--- src/rtl/ef_pwm32_shadow_ctrl_pkg.sv ---
// Shared types and constants for the PWM32 shadow-config controller.
// Latency: n/a (declarations only). Backpressure: n/a.
package ef_pwm32_pkg;

    localparam int PWM_W    = 32;
    localparam int PWM_CDW  = 4;
    localparam int PWM_CNTW = 8;

    localparam logic [PWM_W-1:0]   RST_CMP_DEF    = '0;
    localparam logic [PWM_W-1:0]   RST_TOP_DEF    = '0;
    localparam logic [PWM_CDW-1:0] RST_CLKDIV_DEF = '0;

    typedef enum logic [1:0] {
        IDLE   = 2'd0,
        ARMED  = 2'd1,
        COMMIT = 2'd2
    } updState_t;

endpackage

--- src/rtl/ef_pwm32_shadow_ctrl_if.sv ---
// Staging-side and active-side signals of the PWM32 shadow controller.
// Latency: n/a (wiring). Backpressure: none; upd_req/upd_cancel are single-cycle pulses.
interface ef_pwm32_shadow_ctrl_if
    import ef_pwm32_pkg::*;
#(
    parameter int W    = PWM_W,
    parameter int CDW  = PWM_CDW,
    parameter int CNTW = PWM_CNTW
);
    logic [W-1:0]    cmp_a_i;
    logic [W-1:0]    cmp_b_i;
    logic [W-1:0]    top_i;
    logic [CDW-1:0]  clkdiv_i;
    logic [CNTW-1:0] upd_cnt;
    logic            upd_req;
    logic            upd_cancel;
    logic            en;
    logic            period_tick;
    logic [W-1:0]    cmp_a_o;
    logic [W-1:0]    cmp_b_o;
    logic [W-1:0]    top_o;
    logic [CDW-1:0]  clkdiv_o;
    logic            busy;
    logic            upd_done;
`ifdef EF_PWM32_UPD_IRQ_EN
    logic            upd_irq;
    logic            irq_clr;

    modport master (
        output cmp_a_i, cmp_b_i, top_i, clkdiv_i, upd_cnt, upd_req, upd_cancel, en, period_tick, irq_clr,
        input  cmp_a_o, cmp_b_o, top_o, clkdiv_o, busy, upd_done, upd_irq
    );
    modport slave (
        input  cmp_a_i, cmp_b_i, top_i, clkdiv_i, upd_cnt, upd_req, upd_cancel, en, period_tick, irq_clr,
        output cmp_a_o, cmp_b_o, top_o, clkdiv_o, busy, upd_done, upd_irq
    );
`else
    modport master (
        output cmp_a_i, cmp_b_i, top_i, clkdiv_i, upd_cnt, upd_req, upd_cancel, en, period_tick,
        input  cmp_a_o, cmp_b_o, top_o, clkdiv_o, busy, upd_done
    );
    modport slave (
        input  cmp_a_i, cmp_b_i, top_i, clkdiv_i, upd_cnt, upd_req, upd_cancel, en, period_tick,
        output cmp_a_o, cmp_b_o, top_o, clkdiv_o, busy, upd_done
    );
`endif
endinterface

--- src/rtl/ef_pwm32_shadow_ctrl_bnd_cnt.sv ---
// Loadable down-counter of remaining period boundaries; saturates at zero.
// Latency: load/decrement visible the cycle after. Backpressure: none; load beats decrement.
module ef_pwm32_bnd_cnt #(
    parameter int CNTW = 8
) (
    input  logic            clk,
    input  logic            rst_n,
    input  logic            load,
    input  logic [CNTW-1:0] loadVal,
    input  logic            dec,
    output logic            zero
);
    logic [CNTW-1:0] cnt;

    always_ff @(posedge clk or negedge rst_n) begin
        if (!rst_n) begin
            cnt <= '0;
        end else if (load) begin
            cnt <= loadVal;
        end else if (dec && (cnt != '0)) begin
            cnt <= cnt - 1'b1;
        end
    end

    assign zero = (cnt == '0);

endmodule

--- src/rtl/ef_pwm32_shadow_ctrl.sv ---
// Double-buffered cmp_a/cmp_b/top/clkdiv, committed atomically at a PWM period boundary (optional IRQ: EF_PWM32_UPD_IRQ_EN).
// Latency: >=2 cycles upd_req->new values; commit on the edge sampling the qualifying tick, or next edge if en=0.
// Backpressure: none; a new upd_req overrides a pending one, upd_cancel drops it.
module ef_pwm32_shadow_ctrl
    import ef_pwm32_pkg::*;
#(
    parameter int           W       = PWM_W,
    parameter int           CDW     = PWM_CDW,
    parameter int           CNTW    = PWM_CNTW,
    parameter logic [W-1:0] RST_TOP = W'(RST_TOP_DEF)
) (
    input  logic                   clk,
    input  logic                   rst_n,
    ef_pwm32_shadow_ctrl_if.slave  bus
);
    updState_t       state, stateNxt;
    logic            cntZero;
    logic            cntDec;
    logic            commitNow;

    logic [W-1:0]    pendCmpA, pendCmpB, pendTop;
    logic [CDW-1:0]  pendClkdiv;
    logic [W-1:0]    actCmpA, actCmpB, actTop;
    logic [CDW-1:0]  actClkdiv;

    ef_pwm32_bnd_cnt #(.CNTW(CNTW)) uBndCnt (
        .clk     (clk),
        .rst_n   (rst_n),
        .load    (bus.upd_req),
        .loadVal (bus.upd_cnt),
        .dec     (cntDec),
        .zero    (cntZero)
    );

    always_ff @(posedge clk or negedge rst_n) begin
        if (!rst_n) begin
            state <= IDLE;
        end else begin
            state <= stateNxt;
        end
    end

    // In ARMED the priority is request > cancel > timer stopped > boundary tick.
    always_comb begin
        stateNxt  = state;
        cntDec    = 1'b0;
        commitNow = 1'b0;
        case (state)
            IDLE: begin
                if (bus.upd_req) stateNxt = ARMED;
            end
            ARMED: begin
                if (bus.upd_req) begin
                    stateNxt = ARMED;
                end else if (bus.upd_cancel) begin
                    stateNxt = IDLE;
                end else if (!bus.en) begin
                    stateNxt  = COMMIT;
                    commitNow = 1'b1;
                end else if (bus.period_tick) begin
                    if (cntZero) begin
                        stateNxt  = COMMIT;
                        commitNow = 1'b1;
                    end else begin
                        cntDec = 1'b1;
                    end
                end
            end
            COMMIT: begin
                stateNxt = bus.upd_req ? ARMED : IDLE;
            end
            default: stateNxt = IDLE;
        endcase
    end

    always_ff @(posedge clk or negedge rst_n) begin
        if (!rst_n) begin
            pendCmpA   <= '0;
            pendCmpB   <= '0;
            pendTop    <= '0;
            pendClkdiv <= '0;
        end else if (bus.upd_req) begin
            pendCmpA   <= bus.cmp_a_i;
            pendCmpB   <= bus.cmp_b_i;
            pendTop    <= bus.top_i;
            pendClkdiv <= bus.clkdiv_i;
        end
    end

    always_ff @(posedge clk or negedge rst_n) begin
        if (!rst_n) begin
            actCmpA   <= W'(RST_CMP_DEF);
            actCmpB   <= W'(RST_CMP_DEF);
            actTop    <= RST_TOP;
            actClkdiv <= CDW'(RST_CLKDIV_DEF);
        end else if (commitNow) begin
            actCmpA   <= pendCmpA;
            actCmpB   <= pendCmpB;
            actTop    <= pendTop;
            actClkdiv <= pendClkdiv;
        end
    end

    assign bus.cmp_a_o  = actCmpA;
    assign bus.cmp_b_o  = actCmpB;
    assign bus.top_o    = actTop;
    assign bus.clkdiv_o = actClkdiv;
    assign bus.busy     = (state == ARMED);
    assign bus.upd_done = (state == COMMIT);

`ifdef EF_PWM32_UPD_IRQ_EN
    logic updIrq;

    always_ff @(posedge clk or negedge rst_n) begin
        if (!rst_n) begin
            updIrq <= 1'b0;
        end else if (state == COMMIT) begin
            updIrq <= 1'b1;
        end else if (bus.irq_clr) begin
            updIrq <= 1'b0;
        end
    end

    assign bus.upd_irq = updIrq;
`endif

endmodule
--- src/flat_wrapper.sv ---
// flat-port wrapper written by rule: the top's interface ports become plain ports
module ef_pwm32_shadow_ctrl_flat import ef_pwm32_pkg::*;
#(
    parameter int           W       = PWM_W,
    parameter int           CDW     = PWM_CDW,
    parameter int           CNTW    = PWM_CNTW,
    parameter logic [W-1:0] RST_TOP = W'(RST_TOP_DEF)
)
  (clk, rst_n, bus_cmp_a_i, bus_cmp_b_i, bus_top_i, bus_clkdiv_i, bus_upd_cnt, bus_upd_req, bus_upd_cancel, bus_en, bus_period_tick, bus_cmp_a_o, bus_cmp_b_o, bus_top_o, bus_clkdiv_o, bus_busy, bus_upd_done);
  ef_pwm32_shadow_ctrl_if #(.W(W), .CDW(CDW), .CNTW(CNTW)) bus_i ();
  input  logic clk;
  input  logic rst_n;
  input wire logic [$bits(bus_i.cmp_a_i)-1:0] bus_cmp_a_i;
  input wire logic [$bits(bus_i.cmp_b_i)-1:0] bus_cmp_b_i;
  input wire logic [$bits(bus_i.top_i)-1:0] bus_top_i;
  input wire logic [$bits(bus_i.clkdiv_i)-1:0] bus_clkdiv_i;
  input wire logic [$bits(bus_i.upd_cnt)-1:0] bus_upd_cnt;
  input wire logic [$bits(bus_i.upd_req)-1:0] bus_upd_req;
  input wire logic [$bits(bus_i.upd_cancel)-1:0] bus_upd_cancel;
  input wire logic [$bits(bus_i.en)-1:0] bus_en;
  input wire logic [$bits(bus_i.period_tick)-1:0] bus_period_tick;
  output wire logic [$bits(bus_i.cmp_a_o)-1:0] bus_cmp_a_o;
  output wire logic [$bits(bus_i.cmp_b_o)-1:0] bus_cmp_b_o;
  output wire logic [$bits(bus_i.top_o)-1:0] bus_top_o;
  output wire logic [$bits(bus_i.clkdiv_o)-1:0] bus_clkdiv_o;
  output wire logic [$bits(bus_i.busy)-1:0] bus_busy;
  output wire logic [$bits(bus_i.upd_done)-1:0] bus_upd_done;
  assign bus_i.cmp_a_i = bus_cmp_a_i;
  assign bus_i.cmp_b_i = bus_cmp_b_i;
  assign bus_i.top_i = bus_top_i;
  assign bus_i.clkdiv_i = bus_clkdiv_i;
  assign bus_i.upd_cnt = bus_upd_cnt;
  assign bus_i.upd_req = bus_upd_req;
  assign bus_i.upd_cancel = bus_upd_cancel;
  assign bus_i.en = bus_en;
  assign bus_i.period_tick = bus_period_tick;
  assign bus_cmp_a_o = bus_i.cmp_a_o;
  assign bus_cmp_b_o = bus_i.cmp_b_o;
  assign bus_top_o = bus_i.top_o;
  assign bus_clkdiv_o = bus_i.clkdiv_o;
  assign bus_busy = bus_i.busy;
  assign bus_upd_done = bus_i.upd_done;
  ef_pwm32_shadow_ctrl #(.W(W), .CDW(CDW), .CNTW(CNTW), .RST_TOP(RST_TOP)) u_core (.clk(clk), .rst_n(rst_n), .bus(bus_i));
endmodule
--- config.mk ---
export PLATFORM = sky130hd
export DESIGN_NAME = ef_pwm32_shadow_ctrl_flat
export DESIGN_NICKNAME = d
export VERILOG_FILES = /design/src/rtl/ef_pwm32_shadow_ctrl_pkg.sv /design/src/rtl/ef_pwm32_shadow_ctrl_if.sv /design/src/rtl/ef_pwm32_shadow_ctrl_bnd_cnt.sv /design/src/rtl/ef_pwm32_shadow_ctrl.sv /design/src/flat_wrapper.sv
export SDC_FILE = /design/constraint.sdc
export NUM_CORES = 1
export LEC_CHECK = 0
export BUFFER_PORTS_ARGS = -buffer_cell sky130_fd_sc_hd__buf_4
export CAP_MARGIN = 20
export CORE_UTILIZATION = 25
export CTS_CLUSTER_SIZE = 16
export DETAILED_ROUTE_END_ITERATION = 6
export GPL_ROUTABILITY_DRIVEN = 0
export HOLD_SLACK_MARGIN = 0.15
export SETUP_SLACK_MARGIN = 0.2
export SLEW_MARGIN = 15
export SYNTH_ARGS = -nofsm -noshare
export SYNTH_HDL_FRONTEND = slang
export SYNTH_SLANG_ARGS = --single-unit
--- constraint.sdc ---
create_clock -name clk -period 2 [get_ports clk]
set_clock_uncertainty 0.1 [all_clocks]
set_input_delay 0.2 -clock clk [delete_from_list [all_inputs] [get_ports clk]]
set_output_delay 0.2 -clock clk [all_outputs]
set_load 0.005 [all_outputs]
==> run_results.csv <==
group,metric,value,unit
yosys,yosysTopAreaCell,"dfrtp_1",
pwr,peakVddDrop,0.548,mV
timing,slew_viol_final,0,
critical_path,arrival,2300,ps
detailed_routing,drtAntennaViolNets,0,
layout,fin_nets,978,
floorplanning,num_rows,65,
timing,finalSetupViolations,6,
yosys,ys.flop_type,"dfrtp_1",
place,place_ws,-84.2,ps
layout,regArea,0.00526,sq mm
yosys,synth_nets,607,
yosys,synth_edf_count,0,
grt,grt_util_all_layers,0.121,
critical_path,cp_slowest_cell,"dfrtp_1",
pwr,p_seq_frac,0.421,
run_status,outcome,"finished, violations left",
timing,finalCriticalPeriod,2000,ps
run,drv_cap,0,
floorplanning,initial_core_util,0.255,
layout,area_growth,60.0,%
detailed_routing,vias,5419,
pwr,pwr-share-comb,0.212,
yosys,async_flop_share,1.00,
clock_network,cts_buffer_depth,3,
critical_path,worstSetupStartpointType,"register",
timing,period_share,1.00,
yosys,ys_warn_count,0,
pwr,powerDensity,1020,mW/mm^2
yosys,yosysTopAreaCellShare,0.651,
floorplanning,die_w,182,um
yosys,synth_cell_types,32,
hold_path,hp-class,"input pin to async pin",
yosys,syn-cell-area,0.00807,sq mm
clock_network,insertion_delay,510,ps
detailed_routing,routed_wirelength,20100,um
yosys,syn_inst,491,
grt,grt_pass1_wl,32100,um
clock_network,clkSinkCount,210,
layout,final_cells,1282,
yosys,synth_area_leaders,"dfrtp_1 (65%), mux2_2 (28%), buf_6 (1.4%), or4_1 (0.56%), a31oi_1 (0.46%)",
yosys,synth_seq_cells,210,
layout,fillers,2917,
timing,rsz0062_at_grt,"true",
critical_path,r2r_slack,-2,ps
yosys,postSynthAreaPerCell,16.4,sq um
layout,drive_above_1_share,0.592,
layout,multi_input_area,0.00296,sq mm
yosys,ys_seq_area_frac,0.651,
layout,diodes,0,
grt,grt_pass1_vias,5914,
timing,hold_violations,0,
place,io_buffers,215,
pwr,power_leakage,5.83,nW
layout,layout_common_cells,"buf_4 (237), dfrtp_1 (210), mux2_2 (146)",
grt,overflow,0,
floorplanning,core,0.0316,sq mm
timing,fmax,499,MHz
layout,final_common_cell,"buf_4",
pwr,switching_share,0.235,
critical_path,critPathTopFamily,"simple AND/OR/NAND/NOR gates",
detailed_routing,wl_per_cell,15.7,um
detailed_routing,drt-initial-drc-count,209,
detailed_routing,viasPerCell,4.23,
critical_path,crit_type,"register to register",
grt,antenna_found_initial,0,
floorplanning,die_h,182,um
critical_path,cp.required,2290,ps
place,hpwl,11900,um
clock_network,cts_made_buffers,24,
pwr,power,13.2,mW
critical_path,slowest_delay,380,ps
floorplanning,top_level_ports,216,
grt,grt_max_degree,109,
run_status,violations,"setup timing",
clock_network,cts.clk_slew.worst_paths,60,ps
clock_network,htree_levels,1,
critical_path,path_buf_inv,2,
floorplanning,die_area,0.0330,sq mm
clock_network,root_buffer,"clkbuf_16",
pwr,p_int,10.1,mW
critical_path,cp-end-kind,"register",
place,dp_cells,1112,
clock_network,cts_tree,"built",
pwr,power_switching,3.09,mW
timing,tightest_slew,656,ps
detailed_routing,drc,0,
timing,relSlewSlack,0.563,
timing,fin_ws,-2.04,ps
critical_path,critPathMaxFanout,24,
pwr,clkPwrFrac,0.368,
critical_path,path_cells,"nor4_2 -> a41oi_2 -> nor2b_4 -> buf_6 -> buf_12 -> mux2_2",
detailed_routing,dr.pass1.iters,4,
-- synthesized netlist by cell type (all sizes together) (2+ instances only) --
| cell type | count |
|---|---|
| o31ai | 4 |
| clkbuf | 9 |
| nor3 | 2 |
| a31oi | 6 |
| nand4 | 2 |
| nor2 | 9 |
| dfrtp | 210 |
| ha | 2 |
| inv | 5 |
| a211o | 2 |
| or4 | 6 |
| mux2 | 200 |
| buf | 16 |
| nor2b | 4 |
-- layout make-up --
class,count,area share
sequential,210,0.407
timing repair buffer,369,0.255
multi-input combinational,252,0.229
clock buffer,35,0.0575
tap,402,0.0389
clock inverter,9,0.0116
inverter,5,0.00145
-- repair_timing --
action	in CTS	in global routing
endpoints found under the hold margin	319	0
gates resized for setup	51	34
hold buffers	113	0
cloned	4	1
endpoints found under the setup margin	108	122
pin swaps	10	7
buffers inserted	7	2
-- power by group through the flow --
stage               registers [mW]  logic, mW  clock network [mW]
detailed placement            5.58       2.38                   0
global route                  5.64       3.00                5.22
global placement              5.55       2.34                   0
finish                        5.53       2.78                4.84
CTS                           5.52       2.73                5.03
floorplan                     5.55      0.858                   0
-- metal layers --
layer / up-vias / wire length [um] / track usage
met3: 38 / 1460 / 0.0367
met5: - / 0 / 0
met1: 2710 / 8890 / 0.158
met2: 153 / 9310 / 0.192
met4: 0 / 435 / 0.0353
li1: 2518 / - / -
-- per-stage QoR --
stage / hold WS (ps) / setup TNS (ps) / instance area (sq um) / utilization
final: 157 / -5.50 / 12900 / 0.408
after global routing: 161 / -5120 / 12900 / 0.408
after CTS: 111 / -2.57 / 12700 / 0.403
after detailed placement: 109 / -4050 / 10400 / 0.328
after global placement: 107 / -1930 / 10400 / 0.328
after floorplan: -196 / 0 / 8070 / -
-- state kept, by name (all words and copies together), names as in the netlist --
signal / count
u_core.pendClkdiv: 4
u_core.bus.top_o: 32
u_core.pendCmpA: 32
u_core.pendCmpB: 32
u_core.bus.cmp_a_o: 32
u_core.bus.clkdiv_o: 4
u_core.pendTop: 32
u_core.uBndCnt.cnt: 8
u_core.state: 2
u_core.bus.cmp_b_o: 32
-- worst register-to-register path, cell delays in order, from the launching register on --
cell and delay (ps):
dfrtp_1 380, nor4_2 300, a41oi_2 180, nor2b_4 230, buf_6 130, buf_12 180
mux2_2 390
-- path summary, 6_finish.rpt --
| kind | from | to | cells after the start |
|---|---|---|---|
| min in group clk | bus_upd_cancel | u_core.uBndCnt.cnt[3] | 6 |
| hold / removal | rst_n | u_core.bus.cmp_b_o[16] | 2 |
| max in group asynchronous | rst_n | u_core.pendTop[12] | 3 |
| setup reg to reg | u_core.uBndCnt.cnt[4] | u_core.bus.cmp_b_o[5] | 6 |
| hold reg to reg | u_core.pendTop[22] | u_core.bus.top_o[22] | 1 |
| setup / recovery | u_core.uBndCnt.cnt[4] | u_core.bus.cmp_b_o[5] | 6 |
-- kinds of logic after synthesis --
| logic type | Yosys count | share of synthesized area |
|---|---|---|
| flops | 210 | 0.651 |
| mux | 200 | 0.279 |
| simple gates | 31 | 0.0256 |
| buf+inv | 30 | 0.0248 |
| compound gates | 18 | 0.0166 |
| fa+ha+maj | 2 | 0.00310 |
Power figures use the tool's default switching activity.
